===== src/rtl/hazard_pkg.sv =====
// Shared types and helpers for the load-use hazard controller.
package hazard_pkg;

  typedef enum logic [1:0] {
    RUN    = 2'd0,
    STALL  = 2'd1,
    FREEZE = 2'd2
  } state_t;

  localparam int REG_AW_DEF = 3;

  // A countdown must hold LOAD_LAT; keep at least one bit so LOAD_LAT=0 still elaborates.
  function automatic int sb_width(input int lat);
    return (lat <= 0) ? 1 : $clog2(lat + 1);
  endfunction

endpackage


===== src/rtl/sb_entry.sv =====
// One scoreboard slot: a down-counter loaded when a load leaves EX, busy while nonzero.
module sb_entry #(
  parameter int W = 1
) (
  input  logic         clk,
  input  logic         reset,
  input  logic         set,
  input  logic         dec,
  input  logic         hold,
  input  logic [W-1:0] set_val,
  output logic         busy
);

  logic [W-1:0] cnt_q;

  always_ff @(posedge clk) begin
    if (reset) begin
      cnt_q <= '0;
    end else if (!hold) begin
      if (set) begin
        cnt_q <= set_val;
      end else if (dec && (cnt_q != '0)) begin
        cnt_q <= cnt_q - W'(1);
      end
    end
  end

  assign busy = (cnt_q != '0);

endmodule


===== src/rtl/hazard_scoreboard.sv =====
// Load-use hazard controller between ID and EX: stall, flush, freeze and stall statistics.
//   state  | meaning
//   RUN    | pipeline advancing normally
//   STALL  | load-use bubble being inserted
//   FREEZE | data memory not ready, whole pipe held
module hazard_scoreboard
  import hazard_pkg::*;
#(
  parameter int REG_AW   = REG_AW_DEF,
  parameter int LOAD_LAT = 0,
  parameter bit ZERO_REG = 1'b1,
  parameter int CNT_W    = 16,
  parameter int WD_LIMIT = 15
) (
  input  logic              clk,
  input  logic              reset,
  input  logic [REG_AW-1:0] id_rs,
  input  logic              id_rs_used,
  input  logic [REG_AW-1:0] id_rt,
  input  logic              id_rt_used,
  input  logic              id_valid,
  input  logic              ex_valid,
  input  logic              ex_memread,
  input  logic [REG_AW-1:0] ex_rt,
  input  logic              mem_ready,
  input  logic              branch_taken,
  output logic              hazard,
  output logic              pc_write,
  output logic              if_id_write,
  output logic              if_id_flush,
  output logic              pipe_freeze,
  output logic [CNT_W-1:0]  stall_count,
  output logic              wd_error
);

  localparam int NUM_REGS = 2 ** REG_AW;
  localparam int SB_W     = sb_width(LOAD_LAT);
  localparam int WD_W     = $clog2(WD_LIMIT + 1) + 1;
  localparam logic [SB_W-1:0] LAT_V = SB_W'(LOAD_LAT);
  localparam logic [WD_W-1:0] WD_V  = WD_W'(WD_LIMIT);

  logic [NUM_REGS-1:0] busy;
  logic                load_ex, sb_set, rs_hit, rt_hit, load_use, stall_take;
  state_t              state_q, state_nxt;
  logic [WD_W-1:0]     consec_q, consec_nxt;

  assign load_ex = ex_valid && ex_memread;
  assign sb_set  = load_ex && !branch_taken;

  for (genvar g = 0; g < NUM_REGS; g++) begin : g_sb
    sb_entry #(.W(SB_W)) u_sb (
      .clk     (clk),
      .reset   (reset),
      .set     (sb_set && (ex_rt == REG_AW'(g))),
      .dec     (1'b1),
      .hold    (!mem_ready),
      .set_val (LAT_V),
      .busy    (busy[g])
    );
  end

  // An EX match with a nonzero source implies a nonzero ex_rt, so one zero test suffices.
  assign rs_hit = id_rs_used && id_valid && !(ZERO_REG && (id_rs == '0)) &&
                  ((load_ex && (ex_rt == id_rs)) || busy[id_rs]);
  assign rt_hit = id_rt_used && id_valid && !(ZERO_REG && (id_rt == '0)) &&
                  ((load_ex && (ex_rt == id_rt)) || busy[id_rt]);
  assign load_use   = rs_hit || rt_hit;
  assign stall_take = mem_ready && !branch_taken && load_use;

  always_comb begin
    hazard      = 1'b0;
    pc_write    = 1'b1;
    if_id_write = 1'b1;
    if_id_flush = 1'b0;
    pipe_freeze = 1'b0;
    if (!reset) begin
      if (!mem_ready) begin
        pipe_freeze = 1'b1;
        pc_write    = 1'b0;
        if_id_write = 1'b0;
      end else if (branch_taken) begin
        if_id_flush = 1'b1;
        hazard      = 1'b1;
      end else if (load_use) begin
        hazard      = 1'b1;
        pc_write    = 1'b0;
        if_id_write = 1'b0;
      end
    end
  end

  always_comb begin
    if (!mem_ready)                      state_nxt = FREEZE;
    else if (load_use && !branch_taken)  state_nxt = STALL;
    else                                 state_nxt = RUN;

    if (state_nxt == RUN)        consec_nxt = '0;
    else if (state_q == RUN)     consec_nxt = WD_W'(1);
    else if (consec_q >= WD_V)   consec_nxt = consec_q;
    else                         consec_nxt = consec_q + WD_W'(1);
  end

  always_ff @(posedge clk) begin
    if (reset) begin
      state_q     <= RUN;
      consec_q    <= '0;
      stall_count <= '0;
      wd_error    <= 1'b0;
    end else begin
      state_q  <= state_nxt;
      consec_q <= consec_nxt;
      if (stall_take && (stall_count != '1)) begin
        stall_count <= stall_count + CNT_W'(1);
      end
      if (consec_nxt >= WD_V) begin
        wd_error <= 1'b1;
      end
    end
  end

endmodule


===== config.mk =====
export PLATFORM = sky130hd
export DESIGN_NAME = hazard_scoreboard
export DESIGN_NICKNAME = d
export VERILOG_FILES = /design/src/rtl/hazard_pkg.sv /design/src/rtl/sb_entry.sv /design/src/rtl/hazard_scoreboard.sv
export SDC_FILE = /design/constraint.sdc
export NUM_CORES = 1
export LEC_CHECK = 0
export BUFFER_PORTS_ARGS = -buffer_cell sky130_fd_sc_hd__buf_2
export CAP_MARGIN = 0
export CORE_MARGIN = 4
export CORE_UTILIZATION = 55
export CTS_CLUSTER_DIAMETER = 40
export DETAILED_ROUTE_END_ITERATION = 10
export PLACE_DENSITY = 0.93
export RECOVER_POWER = 100
export SLEW_MARGIN = 20
export SYNTH_ARGS = -nofsm -noshare
export SYNTH_HDL_FRONTEND = slang
export SYNTH_SLANG_ARGS = --single-unit
export TNS_END_PERCENT = 5

===== constraint.sdc =====
create_clock -name clk -period 4.5 [get_ports clk]
set_input_delay 0.9 -clock clk [delete_from_list [all_inputs] [get_ports clk]]
set_output_delay 0.9 -clock clk [all_outputs]
set_load 0.1 [all_outputs]

==> Implementation_results.wiki, run 1 <==
{| class="wikitable"
! Metric !! Value
|-
| Post-cts gate resize count || 0
|-
| Setup violation total in the final timing report || 0
|-
| Global-route wire length before repair || ~5500 um
|-
| Pin count of the biggest net entering global routing || 24
|-
| Initial Util || between 50 and 60%
|-
| Share of synthesized area occupied by flip-flops and latches || 33.5%
|-
| Relative slew slack || 22.4%
|-
| Sum of negative setup slack || 0 ns
|-
| Sink count of the clock tree || 24
|-
| Hold-fix buffers at CTS || 0
|-
| TritonCTS clock tree || done
|-
| Class of the most critical setup path || input pin to output port
|-
| Predominant post-synthesis flop cell || dfxtp_1
|-
| Slew of the pin with the lowest slew margin || approximately 1.2 ns
|-
| Net count of the finished layout || 226
|-
| Width of the die || about 59 um
|-
| Worst Setup Slack, final || roughly 0.77 ns
|-
| Number of nets in the synthesized netlist || 187
|-
| Clock tree root driver cell || clkbuf_4
|-
| Total I/O pin count || 40
|-
| Delay of the slowest cell on the worst path || 0.88 ns
|-
| Time the worst path needs with I/O delays and setup || 3.73 ns
|-
| Synthesized area per cell || 8.63 um^2
|-
| Detailed-router iteration count before antenna repair || 4
|-
| Post-CTS clock slew at the launch and capture registers of the worst setup and hold paths || ~0.13 ns
|-
| Initial antenna violation count || 0
|-
| Number of CTS-inserted buffers || 3
|-
| Path type of the worst min-delay path || flop to flop
|-
| Arrival time of data at the critical path endpoint || 2.83 ns
|-
| Critical path launch point type || input pin
|-
| Ys Warns || 0
|-
| Fraction of final layout cells sized beyond drive strength 1 || between 10% and 20%
|-
| Die Footprint || 0.00349 mm^2
|-
| Most utilized layer in the global route result || met2
|-
| Distinct cell type count of the synthesized netlist || 44
|-
| RD Place Congestion || 0.886
|-
| Core area || 0.00248 mm^2
|-
| Vias in the first global route || ~1300
|-
| Clock H-tree levels || 1
|-
| Type of element capturing the critical path || output port
|-
| Post-route antenna net violation count || 0
|-
| Total power of the final layout || 0.000376 W
|-
| Post-detailed-placement half-perimeter wirelength || 2420 um
|-
| Synthesized area || 0.00143 mm^2
|-
| Setup repair bufs after CTS || 0
|-
| Max-cap violations || 0
|-
| Sum of overflow across all layers after global routing || 0
|-
| DRC marker count from the first detailed-route iteration || 48
|-
| Port bufs || 39
|-
| Hold Vio Cnt, Final || 0
|-
| Growth of design area from synthesis to finish || 10.2%
|-
| Final routed DRC violation total || 0
|-
| Multi-input gate area || around 830 um^2
|-
| Met1 track utilization from global routing || between 20% and 30%
|-
| Placement-stage cell area || 0.00164 mm^2
|-
| Slowest cell on crit path || clkbuf_1
|-
| Highest attainable clock frequency || roughly 270 MHz
|-
| Via count || about 1400
|-
| Share of async-settable or async-resettable flops after synthesis || 0%
|-
| Post-placement worst setup slack || 0.757 ns
|-
| Synthesized flop and latch total || 24
|-
| Post-detailed-route via-to-cell ratio || just under 6
|-
| Pwr per Cell Area || 238 mW/mm^2
|-
| Number of buffers on the longest clock path || 2
|-
| Final worst path period share || 82.9%
|-
| Maximum vdd drop || 0.214 mV
|-
| Unrepaired setup endpoints after global routing || no
|-
| Die Ht || 59.0 um
|-
| GRT Overall Usage || 20.5%
|-
| Routing usage on met3 || under 10%
|-
| Instance count of the mapped netlist || 166
|-
| Cell-by-cell trace of the critical path || buf_2 > o21bai_1 > o21ai_0 > a32oi_4 > a21oi_1 > clkbuf_1
|-
| Flip-flop and latch area || 480 um^2
|-
| Top fanout value on the critical path || 15
|-
| Insertion delay to the later sink of the worst-skew pair || 0.31 ns
|-
| Pleak || 0.572 nW
|-
| Post-route design area || 0.00158 mm^2
|-
| Final routed wire length divided by cell count || 13.4 um
|-
| Number of rows in the core area || 18
|-
| Post-synth EDFFs || 0
|-
| Global routing usage on met2 || approximately a third
|-
| Setup slack of the most critical reg-to-reg path || between 2 and 2.5 ns
|-
| Count of inserted antenna diode cells || 0
|-
| Crit path required time || between 3 and 4 ns
|-
| Fin. max-slew vios || 0
|-
| Status || finished, final reports clean
|-
| Layout Skew || between 0.0015 and 0.002 ns
|-
| Count of filler cells inserted in the layout || 242
|-
| Final Routed Wirelength || 3140 um
|}
worst max-delay path: cells and delay by family:
| kind | cells | cell delay (ns) |
|---|---|---|
| AOI/OAI and AO/OA | 4 | 0.94 |
| buffers and inverters | 2 | 0.98 |
Yosys cell counts, drive strengths merged (2+ instances only):
cell | count | share of area [%]
nand4 | 4 | 1.7
and3 | 4 | 1.7
xor2 | 4 | 2.4
and4 | 3 | 2.0
ha | 3 | 2.6
dfxtp | 24 | 34
a21oi | 6 | 2.6
nand2b | 2 | 0.87
xnor2 | 10 | 6.1
nand3 | 9 | 3.1
nor4b | 3 | 3.8
nand2 | 9 | 2.4
mux2i | 2 | 1.4
inv | 6 | 1.6
nor2 | 30 | 9.0
a31oi | 2 | 0.87
buf | 4 | 1.5
or2 | 2 | 0.87
nor3 | 12 | 5.2
a21o | 2 | 1.0
o21ai | 7 | 2.4
nor4 | 6 | 4.8
power by group:
part	leakage [nW]	switching, W	total [W]	internal, W
registers	0.194	0.000000871	0.000214	0.000214
clock network	0.0210	0.0000637	0.000113	0.0000495
logic	0.358	0.0000359	0.0000487	0.0000128
total	0.572	0.000100	0.000376	0.000276
registers in the layout, summed over array words and instances, names as in the netlist:
signal / count
stall_count: 16
consec_q: 5
state_q: 2
wd_error: 1
final cells by class:
cell class | count | share of cell area [%]
Multi-Input combinational cell | 130 | 52.6
Sequential cell | 24 | 30.4
Timing Repair Buffer | 39 | 10.6
Tap cell | 30 | 2.38
Clock buffer | 4 | 2.30
Inverter | 7 | 1.66
cell families after synthesis:
kind of cell,count (synthesis),synth area share [%]
adders and majority gates,3,2.62
buffers and inverters,12,3.58
xor gates and xnor gates,14,8.56
AOI/OAI and AO/OA,24,12.3
muxes,3,2.45
and+or+nand+nor,86,36.9
DFF,24,33.5
through the flow:
| step | util (%) | instances | hold slack (ns) |
|---|---|---|---|
| final | 63.7 | 234 | 0.546 |
| after CTS | 67.7 | 234 | 0.543 |
| after global routing | 63.7 | 234 | 0.616 |
| after floorplan | - | 166 | 0.533 |
| after global placement | 66.2 | 230 | 0.524 |
| after detailed placement | 66.2 | 230 | 0.525 |
worst paths after layout:
| check | start | to | cells past startpoint |
|---|---|---|---|
| min reg2reg | wd_error | wd_error | 2 |
| max | id_rt[2] | hazard | 6 |
| max reg2reg | stall_count[0] | stall_count[12] | 6 |
| min | wd_error | wd_error | 2 |
layer usage:
layer	vias to the layer above	wire length [um]
li1	675	-
met1	641	1390
met2	32	1550
met3	9	139
met4	0	64
met5	-	0
cell usage in the layout, fill, tap and decap left out, drive strengths merged, types with 2 or more instances in the layout:
master   n
nor4     6
nand4    4
buf     17
and3     4
a31oi    2
nor2    30
ha       3
nor3    12
or2      2
a21o     2
mux2i    2
nand2    9
inv      6
clkbuf  26
xnor2   10
a21oi    6
o21ai    7
and4     3
nor4b    3
nand2b   2
xor2     4
dfxtp   24
nand3    9
No activity file was read; power rests on OpenSTA's default activity.
==> run 2: changes to the inputs <==
--- a/config.mk
+++ b/config.mk
@@ -8,10 +8,10 @@
 export BUFFER_PORTS_ARGS = -buffer_cell sky130_fd_sc_hd__buf_2
 export CAP_MARGIN = 0
 export CORE_MARGIN = 4
-export CORE_UTILIZATION = 55
+export CORE_UTILIZATION = 46
 export CTS_CLUSTER_DIAMETER = 40
 export DETAILED_ROUTE_END_ITERATION = 10
-export PLACE_DENSITY = 0.93
+export PLACE_DENSITY = 0.85
 export RECOVER_POWER = 100
 export SLEW_MARGIN = 20
 export SYNTH_ARGS = -nofsm -noshare
==> constraint.sdc (replaced) <==
create_clock -name clk -period 3 [get_ports clk]
set_input_delay 0.6 -clock clk [delete_from_list [all_inputs] [get_ports clk]]
set_output_delay 0.6 -clock clk [all_outputs]
set_load 0.1 [all_outputs]
==> Implementation_results.wiki, run 2 (synthesis results as in run 1) <==
{| class="wikitable"
! Metric !! Value
|-
| Detailed-router iteration count before antenna repair || 4 (unchanged)
|-
| Core area || 0.00288 mm^2 (+16%)
|-
| Sum of negative setup slack || 0 ns (unchanged)
|-
| Setup violation total in the final timing report || 0 (unchanged)
|-
| Port bufs || 39 (unchanged)
|-
| Total I/O pin count || 40 (unchanged)
|-
| Unrepaired setup endpoints after global routing || no
|-
| Growth of design area from synthesis to finish || 14.8%
|-
| Sum of overflow across all layers after global routing || 0 (unchanged)
|-
| Number of buffers on the longest clock path || 2 (unchanged)
|-
| Highest attainable clock frequency || approximately 360 MHz
|-
| Crit path required time || 2.40 ns (-1.20 ns)
|-
| Pin count of the biggest net entering global routing || 15 (-38%)
|-
| Slew of the pin with the lowest slew margin || 1.20 ns (+0.0265 ns)
|-
| Initial Util || 49.8% (-8.0 points)
|-
| Layout Skew || 0.00744 ns (+0.00549 ns)
|-
| Time the worst path needs with I/O delays and setup || roughly 2.8 ns
|-
| DRC marker count from the first detailed-route iteration || 78 (+63%)
|-
| Die Ht || 63.8 um (+8.1%)
|-
| Register-to-Register Path Depth || 7 (+1)
|-
| Insertion delay to the later sink of the worst-skew pair || 0.32 ns (about the same)
|-
| Number of flip-flops in the largest register || 16 (unchanged)
|-
| Flip-flop and latch area || 480 um^2 (unchanged)
|-
| Die Footprint || 0.00407 mm^2 (+17%)
|-
| Path type of the worst min-delay path || input pin to flop
|-
| Top flop regs || stall_count: 16 flops, consec_q: 5 flops, state_q: 2 flops
|-
| Type of element capturing the critical path || output port
|-
| Placement-stage cell area || 0.00170 mm^2 (+3.9%)
|-
| WHS Path Cells || 2 (unchanged)
|-
| Register with the most flip-flops || stall_count
|-
| Pwr per Cell Area || 388 mW/mm^2 (+63%)
|-
| Final worst path period share || around nine tenths
|-
| Most frequent cells in the layout || nor2_1, dfxtp_1, clkbuf_1, buf_2, nor3_1
|-
| RD Place Congestion || 0.825 (-6.8%)
|-
| TritonCTS clock tree || done
|-
| Max-cap violations || 0 (unchanged)
|-
| Via count || 1302 (-4.1%)
|-
| Post-cts gate resize count || 0 (unchanged)
|-
| Count of filler cells inserted in the layout || 297 (+23%)
|-
| Clock tree root driver cell || clkbuf_4
|-
| Critical path launch point type || input pin
|-
| End of the worst hold path || state_q[1]
|-
| Count of inserted antenna diode cells || 0 (unchanged)
|-
| Clock H-tree levels || 1 (unchanged)
|-
| Post-route antenna net violation count || 0 (unchanged)
|-
| Number of CTS-inserted buffers || 3 (unchanged)
|-
| Launch instance of the worst register-to-register path || stall_count[0]
|-
| Multi-input gate area || 818 um^2 (-1.5%)
|-
| Global-route wire length before repair || 5620 um (+1.2%)
|-
| Width of the die || 63.8 um (+8.1%)
|-
| Fraction of final layout cells sized beyond drive strength 1 || 16.0% (+1.8 points)
|-
| Startpoint of the tightest hold check path || mem_ready
|-
| Commonest non-fill, non-tap cell in the layout || nor2_1
|-
| Maximum vdd drop || 0.308 mV (+44%)
|-
| Class of the most critical setup path || input pin to output port
|-
| Setup repair bufs after CTS || 0 (unchanged)
|-
| GRT Overall Usage || 16.9% (-3.6 points)
|-
| Post-route design area || 0.00165 mm^2 (+4.2%)
|-
| Tightest hold margin || 0.521 ns (-0.0246 ns)
|-
| Start point of the critical path || ex_rt[0]
|-
| Fin. max-slew vios || 0 (unchanged)
|-
| Post-detailed-placement half-perimeter wirelength || 2460 um (+1.5%)
|-
| Post-detailed-route via-to-cell ratio || 5.25 (-9.5%)
|-
| Net count of the finished layout || 228 (+0.88%)
|-
| Final routed wire length divided by cell count || 12.7 um (-5.3%)
|-
| Final routed DRC violation total || 0 (unchanged)
|-
| Pleak || 0.576 nW (+0.64%)
|-
| Status || finished, final reports clean
|-
| Hold-fix buffers at CTS || 0 (unchanged)
|-
| Initial antenna violation count || 0 (unchanged)
|-
| Hold Vio Cnt, Final || 0 (unchanged)
|-
| Post-CTS clock slew at the launch and capture registers of the worst setup and hold paths || 0.14 ns (about the same)
|-
| Number of rows in the core area || 19 (+1)
|-
| Final Routed Wirelength || 3150 um (+0.32%)
|-
| Vias in the first global route || 1324 (-1.5%)
|-
| Top fanout value on the critical path || 14 (-1)
|-
| End of the worst register-to-register path || stall_count[6]
|-
| Arrival time of data at the critical path endpoint || 2.15 ns (-0.68 ns)
|-
| Sink count of the clock tree || 24 (unchanged)
|-
| Relative slew slack || 20.7% (-1.8 points)
|-
| Setup slack of the most critical reg-to-reg path || 0.61 ns (-1.78 ns)
|}
==> run 2: worst max-delay path, cell delays in order <==
cell      delay (ns)
buf_2           0.12
xor2_1          0.15
nor4_1          0.40
a32oi_4         0.08
buf_4           0.21
a21oi_2         0.13
clkbuf_2        0.46
==> run 2: worst max path at each step <==
stage,endpoint,slack [ns]
2_1_floorplan,pc_write,-0.16
3_3_place_gp,hazard,0.35
3_5_place_dp,hazard,0.32
4_1_cts,hazard,0.32
5_1_grt,hazard,0.17
6_report,hazard,0.25
==> run 2: layout make-up <==
cell class / instances / share of cell area (%)
Clock buffer: 3 / 1.37
Clock inverter: 1 / 1.83
Inverter: 7 / 1.60
Multi-Input combinational cell: 130 / 49.7
Sequential cell: 24 / 29.2
Tap cell: 42 / 3.19
Timing Repair Buffer: 41 / 13.1
==> run 2: where the power goes <==
part            total, W  internal (W)  switching (W)  leakage (nW)
logic          0.0000799     0.0000250      0.0000550         0.354
clock network   0.000236      0.000135       0.000101        0.0279
registers       0.000322      0.000320     0.00000134         0.194
total           0.000638      0.000481       0.000157         0.576
==> run 2: routing by layer <==
layer,GRT usage (%),wire length [um]
met3,3.85,127
met1,19.7,1430
met2,29.9,1540
met5,0,0
met4,6.20,50
==> run 2: stage by stage <==
step           setup WS (ns)  power [W]  util [%]  instances
2_1_floorplan         -0.159   0.000384         -        166
3_3_place_gp           0.351   0.000410      59.2        244
3_5_place_dp           0.323   0.000412      59.2        244
4_1_cts                0.316   0.000651      61.1        248
5_1_grt                0.166   0.000668      57.2        248
6_report               0.247   0.000638      57.2        248
==> run 3: changes to the inputs <==
--- a/config.mk
+++ b/config.mk
@@ -7,11 +7,12 @@
 export LEC_CHECK = 0
 export BUFFER_PORTS_ARGS = -buffer_cell sky130_fd_sc_hd__buf_2
 export CAP_MARGIN = 0
-export CORE_MARGIN = 4
-export CORE_UTILIZATION = 46
+export CORE_MARGIN = 5
+export CORE_UTILIZATION = 48
+export CTS_BUF_LIST = sky130_fd_sc_hd__clkbuf_4 sky130_fd_sc_hd__clkbuf_8
 export CTS_CLUSTER_DIAMETER = 40
 export DETAILED_ROUTE_END_ITERATION = 10
-export PLACE_DENSITY = 0.85
+export PLACE_DENSITY = 0.87
 export RECOVER_POWER = 100
 export SLEW_MARGIN = 20
 export SYNTH_ARGS = -nofsm -noshare
==> Implementation_results.wiki, run 3 (synthesis results as in run 1) <==
{| class="wikitable"
! Metric !! Value
|-
| Post-detailed-placement half-perimeter wirelength || 2330 um (-5.5%)
|-
| Net count of the finished layout || 227 (-0.44%)
|-
| TritonCTS clock tree || done
|-
| Slew of the pin with the lowest slew margin || 1.17 ns (-0.0225 ns)
|-
| Class of the most critical setup path || input pin to output port
|-
| Post-detailed-route via-to-cell ratio || 5.68 (+8.1%)
|-
| GRT Overall Usage || 15.3% (-1.6 points)
|-
| Setup repair bufs after CTS || 0 (unchanged)
|-
| Most frequent cells in the layout || nor2_1, dfxtp_1, clkbuf_1, buf_2, nor3_1
|-
| Count of inserted antenna diode cells || 0 (unchanged)
|-
| Global-route wire length before repair || 5350 um (-4.8%)
|-
| Core area || 0.00281 mm^2 (-2.5%)
|-
| Final worst path period share || 90.1% (-1.7 points)
|-
| Status || finished, final reports clean
|-
| Max-cap violations || 0 (unchanged)
|-
| Number of buffers on the longest clock path || 2 (unchanged)
|-
| Detailed-router iteration count before antenna repair || 4 (unchanged)
|-
| Type of element capturing the critical path || output port
|-
| Arrival time of data at the critical path endpoint || 2.10 ns (-0.05 ns)
|-
| Layout Skew || 0.00714 ns (-0.000302 ns)
|-
| Commonest non-fill, non-tap cell in the layout || nor2_1
|-
| Final Non-Filler Cells || 235 (-5.2%)
|-
| Highest attainable clock frequency || 370 MHz (+1.9%)
|-
| Top flop regs || stall_count: 16 flops, consec_q: 5 flops, state_q: 2 flops
|-
| Port bufs || 39 (unchanged)
|-
| RD Place Congestion || 0.950 (+15%)
|-
| Clock tree root driver cell || clkbuf_4
|-
| Top fanout value on the critical path || 14 (unchanged)
|-
| Pleak || 0.553 nW (-4.0%)
|-
| Critical path launch point type || input pin
|-
| Number of CTS-inserted buffers || 3 (unchanged)
|-
| Growth of design area from synthesis to finish || 9.61%
|-
| Post-CTS clock slew at the launch and capture registers of the worst setup and hold paths || 0.13 ns (about the same)
|-
| Hold Vio Cnt, Final || 0 (unchanged)
|-
| Clock H-tree levels || 1 (unchanged)
|-
| Fin. max-slew vios || 0 (unchanged)
|-
| Sink count of the clock tree || 24 (unchanged)
|-
| Total I/O pin count || 40 (unchanged)
|-
| Unrepaired setup endpoints after global routing || no
|-
| Final routed wire length divided by cell count || 12.9 um (+1.6%)
|-
| Width of the die || 64.6 um (+1.3%)
|-
| Final Routed Wirelength || 3030 um (-3.7%)
|-
| Number of rows in the core area || 19 (unchanged)
|-
| Number of flip-flops in the largest register || 16 (unchanged)
|-
| Die Footprint || 0.00418 mm^2 (+2.6%)
|-
| Pwr per Cell Area || 346 mW/mm^2 (-11%)
|-
| Time the worst path needs with I/O delays and setup || 2.70 ns (-0.0504 ns)
|-
| Tightest hold margin || 0.498 ns (-0.0230 ns)
|-
| Pin count of the biggest net entering global routing || 24 (+9)
|-
| Post-route antenna net violation count || 0 (unchanged)
|-
| Final routed DRC violation total || 0 (unchanged)
|-
| Sum of overflow across all layers after global routing || 0 (unchanged)
|-
| Vias in the first global route || 1259 (-4.9%)
|-
| Sum of negative setup slack || 0 ns (unchanged)
|-
| Hold-fix buffers at CTS || 0 (unchanged)
|-
| Register with the most flip-flops || stall_count
|-
| Via count || 1334 (+2.5%)
|-
| Relative slew slack || 22.2% (+1.5 points)
|-
| DRC marker count from the first detailed-route iteration || 88 (+13%)
|-
| Cell count after placement || 232 (-4.9%)
|-
| Setup violation total in the final timing report || 0 (unchanged)
|-
| Fraction of final layout cells sized beyond drive strength 1 || 15.7% (-0.33 points)
|-
| Die Ht || 64.6 um (+1.3%)
|-
| Worst Setup Slack, final || 0.297 ns (+0.0504 ns)
|-
| Post-cts gate resize count || 0 (unchanged)
|-
| Post-placement worst setup slack || 0.398 ns (+0.0753 ns)
|-
| Insertion delay to the later sink of the worst-skew pair || 0.32 ns (about the same)
|-
| Crit path required time || 2.40 ns (about the same)
|-
| Path type of the worst min-delay path || input pin to flop
|-
| Initial antenna violation count || 0 (unchanged)
|-
| Initial Util || 51.1% (+1.3 points)
|-
| Maximum vdd drop || 0.290 mV (-5.9%)
|}
run 3: cell count changes in the layout (fill, tap and decap cells not counted), moves of 2 or more:
cell,before,now
buf_12,2,0
clkbuf_4,3,5
nor4_2,0,2
nor4_1,6,4
clkbuf_1,20,18
run 3: worst max-delay path, cell delays in order:
cell and delay (ns):
buf_2 0.12, or2_2 0.26, o21ai_1 0.22, a32oi_4 0.07
buf_4 0.21, a21oi_2 0.14, clkbuf_2 0.47
run 3: final cells by class:
class	count	area, um^2
multi-input combinational	130	817
clock buffer	3	22.5
tap	31	38.8
timing repair buffer	40	185
fill	284	1230
sequential	24	480
inverter	7	26.3
run 3: report_power, final:
group          internal, W  switching [W]  leakage, nW
registers         0.000320     0.00000134        0.194
clock network    0.0000470       0.000100       0.0138
logic            0.0000208      0.0000539        0.345
run 3: metrics by stage:
stage | instance area (um^2) | power, W | utilization [%]
6_report | 1570 | 0.000544 | 56.0
3_5_place_dp | 1700 | 0.000412 | 60.5
5_1_grt | 1570 | 0.000562 | 56.0
3_3_place_gp | 1700 | 0.000411 | 60.5
4_1_cts | 1720 | 0.000551 | 61.3
2_1_floorplan | 1440 | 0.000384 | -
run 3: final timing paths:
| check | from | end | slack, ns | cells after the start |
|---|---|---|---|---|
| hold / removal | mem_ready | state_q[1] | 0.50 | 2 |
| setup / recovery | ex_rt[2] | hazard | 0.30 | 7 |
| hold reg to reg | stall_count[1] | stall_count[1] | 0.57 | 2 |
| setup reg to reg | stall_count[0] | stall_count[6] | 0.63 | 7 |
run 3: routing by layer:
layer / routed length [um] / global-route usage [%] / vias to the layer above
met3: 164 / 4.49 / 6
met1: 1450 / 19.9 / 621
met2: 1390 / 26.4 / 36
li1: - / - / 671
met4: 27 / 0.792 / 0
met5: 0 / 0 / -
